**config.mk**
```make
export PLATFORM = sky130hd
export DESIGN_NAME = timebase_gen
export DESIGN_NICKNAME = d
export VERILOG_FILES = /design/src/rtl/timebase_pkg.sv /design/src/rtl/timebase_chan.sv /design/src/rtl/timebase_gen.sv
export SDC_FILE = /design/constraint.sdc
export NUM_CORES = 1
export LEC_CHECK = 0
export ABC_AREA = 1
export ABC_CLOCK_PERIOD_IN_PS = 12800
export CORE_ASPECT_RATIO = 2
export CORE_MARGIN = 2
export CORE_UTILIZATION = 40
export CTS_CLUSTER_DIAMETER = 100
export DETAILED_ROUTE_END_ITERATION = 7
export GPL_ROUTABILITY_DRIVEN = 0
export SLEW_MARGIN = 30
export SYNTH_ARGS = -nofsm -noshare
export SYNTH_HDL_FRONTEND = slang
export SYNTH_SLANG_ARGS = --single-unit
```
**constraint.sdc**
```tcl
create_clock -name clk_in -period 12.8 [get_ports clk_in]
set_input_delay 2.56 -clock clk_in [delete_from_list [all_inputs] [get_ports clk_in]]
set_output_delay 2.56 -clock clk_in [all_outputs]
set_load 0.01 [all_outputs]
```
**src/rtl/timebase_pkg.sv**
```systemverilog
// -----------------------------------------------------------------------------
// timebase_pkg
// Shared definitions for the mains-derived timebase generator: default tick
// count, channel output modes and the width helpers used to size the counter
// and the channel-select port.
// -----------------------------------------------------------------------------
package timebase_pkg;

    // 50 Hz mains input: 25 rising edges make half a second.
    localparam int HALF_TICKS_DEFAULT = 25;
    localparam int NUM_CH_DEFAULT     = 4;
    localparam int PW_DEFAULT         = 8;

    // Per-channel output behaviour.
    typedef enum logic {
        MODE_TOGGLE = 1'b0,   // 50 % square wave, wrap on the rising edge
        MODE_PULSE  = 1'b1    // single-cycle strobe once per full period
    } mode_e;

    // Counter width large enough for the largest terminal count,
    // HALF_TICKS * (2^PW - 1) - 1. Evaluated in 64 bits so that the
    // maximum period cannot overflow during elaboration.
    function automatic int cnt_width(input int half_ticks, input int pw);
        longint max_ticks;
        int     w;
        max_ticks = longint'(half_ticks) * ((longint'(1) << pw) - longint'(1));
        w         = $clog2(max_ticks);
        return (w < 1) ? 1 : w;
    endfunction

    // Channel-select width; a single-channel build still gets a 1-bit port.
    function automatic int sel_width(input int num_ch);
        return (num_ch > 1) ? $clog2(num_ch) : 1;
    endfunction

endpackage

```
**src/rtl/timebase_chan.sv**
```systemverilog
// -----------------------------------------------------------------------------
// timebase_chan
// One divider channel: configuration register (period, mode, precomputed
// terminal count), tick counter, half-period phase bit and registered
// clk_out / wrap outputs.
//
// Optional feature: when the macro TIMEBASE_RESYNC_EN is defined the channel
// gets an i_resync input that restarts it from count 0 together with every
// other channel. Without the macro neither the port nor the logic exists.
// -----------------------------------------------------------------------------
module timebase_chan
    import timebase_pkg::*;
#(
    parameter int HALF_TICKS = HALF_TICKS_DEFAULT,
    parameter int PW         = PW_DEFAULT
) (
    input  logic          i_clk,
    input  logic          i_rst,
    input  logic          i_load,
    input  logic [PW-1:0] i_period,
    input  logic          i_mode,
`ifdef TIMEBASE_RESYNC_EN
    input  logic          i_resync,
`endif
    output logic          o_clk_out,
    output logic          o_wrap
);

    localparam int            CW   = cnt_width(HALF_TICKS, PW);
    localparam logic [CW-1:0] HT_C = CW'(HALF_TICKS);

    // Registered channel state.
    logic [PW-1:0] r_cfg_period;
    mode_e         r_cfg_mode;
    logic [CW-1:0] r_term;
    logic [CW-1:0] r_cnt;
    logic          r_phase;
    logic          r_out;
    logic          r_wrap;

    // Next-state values.
    logic [PW-1:0] w_cfg_period_nx;
    mode_e         w_cfg_mode_nx;
    logic [CW-1:0] w_term_nx;
    logic [CW-1:0] w_cnt_nx;
    logic          w_phase_nx;
    logic          w_out_nx;
    logic          w_wrap_nx;

    logic [CW-1:0] w_load_term;
    logic          w_enabled;
    logic          w_at_term;

    // The multiply lives only on the load path; the counter just compares
    // against the stored result. Arithmetic is unsigned and CW bits wide, which
    // holds HALF_TICKS * (2^PW - 1) - 1 exactly.
    assign w_load_term = (HT_C * CW'(i_period)) - CW'(1);
    assign w_enabled   = |r_cfg_period;
    assign w_at_term   = (r_cnt == r_term);

    // Next-state logic: load beats alignment, alignment beats counting.
    always_comb begin
        // NOTE: every output of this block is given a default first, so no
        // path leaves a signal unassigned and no latch is inferred.
        w_cfg_period_nx = r_cfg_period;
        w_cfg_mode_nx   = r_cfg_mode;
        w_term_nx       = r_term;
        w_cnt_nx        = r_cnt;
        w_phase_nx      = r_phase;
        w_out_nx        = r_out;
        w_wrap_nx       = 1'b0;

        if (i_load) begin
            // New configuration; the channel restarts from zero and a
            // coincident terminal count is dropped.
            w_cfg_period_nx = i_period;
            w_cfg_mode_nx   = mode_e'(i_mode);
            w_term_nx       = w_load_term;
            w_cnt_nx        = '0;
            w_phase_nx      = 1'b0;
            w_out_nx        = 1'b0;
`ifdef TIMEBASE_RESYNC_EN
        end else if (i_resync) begin
            // Align with all other channels: restart from count 0, output low.
            w_cnt_nx   = '0;
            w_phase_nx = 1'b0;
            w_out_nx   = 1'b0;
`endif
        end else if (!w_enabled) begin
            // Period 0 parks the channel with everything held low.
            w_cnt_nx   = '0;
            w_phase_nx = 1'b0;
            w_out_nx   = 1'b0;
        end else if (w_at_term) begin
            w_cnt_nx = '0;
            if (r_cfg_mode == MODE_TOGGLE) begin
                // Half period elapsed: flip the square wave, flag the rise.
                w_out_nx  = ~r_out;
                w_wrap_nx = ~r_out;
            end else begin
                // Two terminal counts per strobe; fire on the second one.
                w_phase_nx = ~r_phase;
                w_out_nx   = r_phase;
                w_wrap_nx  = r_phase;
            end
        end else begin
            w_cnt_nx = r_cnt + CW'(1);
            if (r_cfg_mode == MODE_PULSE) begin
                w_out_nx = 1'b0;
            end
        end
    end

    // State register with asynchronous clear.
    always_ff @(posedge i_clk or posedge i_rst) begin
        if (i_rst) begin
            // NOTE: the configuration registers are reset as well, to a 1 s
            // square wave, so the block produces a usable timebase without
            // ever being loaded.
            r_cfg_period <= PW'(1);
            r_cfg_mode   <= MODE_TOGGLE;
            r_term       <= CW'(HALF_TICKS - 1);
            r_cnt        <= '0;
            r_phase      <= 1'b0;
            r_out        <= 1'b0;
            r_wrap       <= 1'b0;
        end else begin
            // NOTE: non-blocking assignments here so every register samples
            // the pre-edge values computed above, whatever the statement order.
            r_cfg_period <= w_cfg_period_nx;
            r_cfg_mode   <= w_cfg_mode_nx;
            r_term       <= w_term_nx;
            r_cnt        <= w_cnt_nx;
            r_phase      <= w_phase_nx;
            r_out        <= w_out_nx;
            r_wrap       <= w_wrap_nx;
        end
    end

    assign o_clk_out = r_out;
    assign o_wrap    = r_wrap;

endmodule

```
**src/rtl/timebase_gen.sv**
```systemverilog
// -----------------------------------------------------------------------------
// timebase_gen
// Mains-locked multi-channel timebase. Each of NUM_CH channels divides clk_in
// down to a programmable whole number of seconds and emits either a square
// wave or a one-cycle strobe, plus a wrap strobe at every full period.
//
// Optional feature: define TIMEBASE_RESYNC_EN to add the resync input, which
// restarts every channel from count 0 in the same cycle.
// -----------------------------------------------------------------------------
module timebase_gen
    import timebase_pkg::*;
#(
    parameter int NUM_CH     = NUM_CH_DEFAULT,
    parameter int HALF_TICKS = HALF_TICKS_DEFAULT,
    parameter int PW         = PW_DEFAULT
) (
    input  logic                         clk_in,
    input  logic                         rst,
    input  logic                         load,
    input  logic [sel_width(NUM_CH)-1:0] ch_sel,
    input  logic [PW-1:0]                period_in,
    input  logic                         mode_in,
`ifdef TIMEBASE_RESYNC_EN
    input  logic                         resync,
`endif
    output logic [NUM_CH-1:0]            clk_out,
    output logic [NUM_CH-1:0]            wrap
);

    localparam int SEL_W = sel_width(NUM_CH);

    logic [NUM_CH-1:0] w_load_ch;

    // One-hot load decode; a select beyond the last channel matches nothing.
    always_comb begin
        w_load_ch = '0;
        for (int i = 0; i < NUM_CH; i++) begin
            if (load && (ch_sel == SEL_W'(i))) begin
                w_load_ch[i] = 1'b1;
            end
        end
    end

    for (genvar g = 0; g < NUM_CH; g++) begin : g_chan
        timebase_chan #(
            .HALF_TICKS (HALF_TICKS),
            .PW         (PW)
        ) u_chan (
            .i_clk      (clk_in),
            .i_rst      (rst),
            .i_load     (w_load_ch[g]),
            .i_period   (period_in),
            .i_mode     (mode_in),
`ifdef TIMEBASE_RESYNC_EN
            .i_resync   (resync),
`endif
            .o_clk_out  (clk_out[g]),
            .o_wrap     (wrap[g])
        );
    end

endmodule

```
==> impl_metrics.ini <==
[outcome]
status = completed

[job]
maxCapViolCount = 0

[setup_path]
worst-endpoint-arrival_ns = 5.97
critical_path.startpoint_type = input port
timing_worst_setup_path_type = input port to flip-flop
critPathMaxFanout = 7
regToRegStartpoint = g_chan[0].u_chan.r_cfg_period[1]
end_kind = flip-flop
cp_data_required_time_ns = 13.09
crit_path_start = period_in[0]

[logic_synthesis]
ys.flop_type = sky130_fd_sc_hd__dfrtp_1
ys_async_sr_fraction = 1.00
netlist_area_um2 = 8440
yosysUniqueCellTypes = 32
post_synth_inst_count = 1095
synth_fp_nets = 1151
ys_seq_elements = 152
yosys.cell_count.top_type = sky130_fd_sc_hd__nand2_1
mean_area_per_synthesized_cell_um2 = 7.71
synth_area_leader_cell = sky130_fd_sc_hd__dfrtp_1
synth_top_cells_by_area = sky130_fd_sc_hd__dfrtp_1 (42%), sky130_fd_sc_hd__nand2_1 (14%), sky130_fd_sc_hd__inv_1 (7.1%), sky130_fd_sc_hd__nor2_1 (6.4%), sky130_fd_sc_hd__ha_1 (5.5%)
edff_count_synth = 0
commonest_cells_post_synth = sky130_fd_sc_hd__nand2_1 (313), sky130_fd_sc_hd__inv_1 (160), sky130_fd_sc_hd__nor2_1 (143)
yosysWarningCount = 0
netlist.area_leader.share = 0.415
share_of_the_yosys_chip_area_belonging_to_registers = 0.453

[timing]
achievable-frequency_ghz = 0.176
setup_viol = 0
final_worst_path_period_need_ns = 5.67
hold_ws_ns = 0.468
crit_share_post_route = 0.443
post_route_clock_skew_ns = 0.0102
timing.final.hold_violations = 0
worst_slew_margin_rel = 0.377
tightestPinTransition_ns = 0.934
rsz0062_at_grt = no
finalSetupTns_ns = 0
drv_slew = 0

[clocking]
worstSkewPairLatency_ns = 0.44
clock_tree.buffer_depth = 2
post_cts_resize_count = 0
cts_made_buffers = 17
cts-htree-levels = 4
tritoncts_clock_tree = done
count_of_buffers_added_by_post_cts_timing_repair_for_setup = 0
cts-hold-fix-buffers = 0
cts.sink_count = 152
path_clk_slew_ns = 0.06
clock-root-buffer = sky130_fd_sc_hd__clkbuf_16

[die]
row_count = 75
initial_utilization = 0.405
die_w_um = 107
chip_height_um = 209
dieArea_um2 = 22300
floorplan.core_area_um2 = 20800
boundaryPins = 22

[final_layout]
final-instance-count-excl-fill = 1394
post_route_cells_drive_above_1_share = 0.0676
area_grow_syn2layout_pct = 11.8
final_nets = 1168
antenna_cells_inserted = 0

[min_path]
holdCritStartpoint = g_chan[3].u_chan.r_cfg_period[0]
timing.hold.worst.class = flip-flop to flip-flop

[global_routing]
grt_first_pass_wirelength_mm = 33.7
overflow = 0
initial_antenna_violation_count = 0
grt_pass1_vias = 6778
grt_start_max_net_pins = 80
grt_usage = 0.196

[pwr]
vdd.ir_drop.worst_mv = 0.0858
cellLeakagePower_nw = 4.67
powerDensity_nw_per_um2 = 174

[place]
place_hpwl_mm = 15.2
placed_cells_incl_taps = 1362
io_buffers = 21

[routing]
initialDrtViolationCount = 307
remaining_drc_errors = 0
post_drt_wl_per_cell_um = 14.5
route.vias.total = 6743
detailedRoute.firstPassIterationCount = 5
routed_wl_mm = 20.2
vias_per_cell = 4.84
drtAntennaViolNets = 0
critical path: stages:
cell	delay, ns
sky130_fd_sc_hd__clkdlybuf4s50_1	0.72
sky130_fd_sc_hd__inv_1	0.17
sky130_fd_sc_hd__ha_1	0.42
sky130_fd_sc_hd__xnor2_1	0.17
sky130_fd_sc_hd__xor2_1	0.15
sky130_fd_sc_hd__ha_1	0.31
sky130_fd_sc_hd__ha_1	0.37
sky130_fd_sc_hd__a21oi_1	0.21
sky130_fd_sc_hd__o21ai_0	0.20
sky130_fd_sc_hd__xnor2_1	0.52
sky130_fd_sc_hd__o21ai_0	0.16
cell families (layout without fill, tap and decap cells):
kind of cell,count (synthesis),after routing,synth area share
compound gates,108,108,0.0701
xor+xnor,38,38,0.0394
fa+ha+maj,42,42,0.0667
buf+inv,191,221,0.0959
flops,152,152,0.453
simple gates,564,564,0.275
area by class of cell:
| type | count | area (µm²) |
|---|---|---|
| tap | 269 | 337 |
| clock buffer | 18 | 439 |
| sequential | 152 | 3820 |
| fill | 2151 | 11400 |
| inverter | 164 | 623 |
| clock inverter | 14 | 163 |
| multi-input combinational | 752 | 3810 |
| timing repair buffer | 25 | 244 |
metal layers:
| layer | up-vias | GRT usage | part of all wire |
|---|---|---|---|
| met4 | 0 | 0.0887 | 0.034 |
| met5 | - | 0 | 0 |
| met1 | 3174 | 0.214 | 0.39 |
| met2 | 107 | 0.362 | 0.55 |
| li1 | 3421 | - | - |
| met3 | 41 | 0.0348 | 0.027 |
power breakdown:
| group | internal, mW | leakage (nW) | switching, mW |
|---|---|---|---|
| Combinational | 0.166 | 2.44 | 0.275 |
| Clock | 0.297 | 0.289 | 0.220 |
| Sequential | 0.591 | 1.94 | 0.0918 |
registers in the layout, indices dropped and copies added, names as in the netlist:
name                        flops
g_chan.u_chan.o_clk_out         4
g_chan.u_chan.o_wrap            4
g_chan.u_chan.r_cfg_mode        4
g_chan.u_chan.r_cfg_period     32
g_chan.u_chan.r_cnt            52
g_chan.u_chan.r_phase           4
g_chan.u_chan.r_term           52
metrics by stage:
stage	instance area [µm²]	setup slack [ns]	util	total power [mW]
final	9430	7.13	0.453	1.64
after global routing	9430	6.89	0.453	1.75
after CTS	9430	7.10	0.453	1.66
after detailed placement	8830	6.62	0.424	1.13
after global placement	8830	6.73	0.424	1.13
after floorplan	8440	6.17	-	1.00
worst paths after layout:
check,slack (ns),end,cells after the start
hold reg to reg,0.47,g_chan[3].u_chan.r_cfg_period[0],2
hold / removal,0.47,g_chan[3].u_chan.r_cfg_period[0],2
min in group asynchronous,2.60,g_chan[0].u_chan.o_wrap,2
setup reg to reg,10.97,g_chan[0].u_chan.o_clk_out,6
max in group asynchronous,9.03,g_chan[2].u_chan.r_cfg_period[6],3
setup / recovery,7.13,g_chan[1].u_chan.r_term[5],11
layout by cell type, fill, tap and decap left out, types with 3 or more instances in the layout:
cell type	netlist	layout
sky130_fd_sc_hd__clkbuf_16	0	17
sky130_fd_sc_hd__inv_2	3	3
sky130_fd_sc_hd__nor2_1	143	143
sky130_fd_sc_hd__o21ai_1	4	4
sky130_fd_sc_hd__nand3b_1	3	3
sky130_fd_sc_hd__inv_6	0	7
sky130_fd_sc_hd__nor3_1	17	17
sky130_fd_sc_hd__clkdlybuf4s50_1	0	21
sky130_fd_sc_hd__nor3_2	3	3
sky130_fd_sc_hd__buf_4	12	3
sky130_fd_sc_hd__nand4_1	8	8
sky130_fd_sc_hd__fa_1	5	5
sky130_fd_sc_hd__inv_1	160	159
sky130_fd_sc_hd__o21ai_0	76	76
sky130_fd_sc_hd__dfrtp_1	140	140
sky130_fd_sc_hd__clkinv_4	0	4
sky130_fd_sc_hd__o21bai_1	3	3
sky130_fd_sc_hd__xnor2_1	20	20
sky130_fd_sc_hd__xor2_1	18	18
sky130_fd_sc_hd__o21ai_2	9	9
sky130_fd_sc_hd__dfstp_2	12	12
sky130_fd_sc_hd__a21oi_1	12	12
sky130_fd_sc_hd__nand2_1	313	313
sky130_fd_sc_hd__nand3_1	66	66
sky130_fd_sc_hd__ha_1	37	37
sky130_fd_sc_hd__nor2_2	4	4
Power figures use the tool's default switching activity.
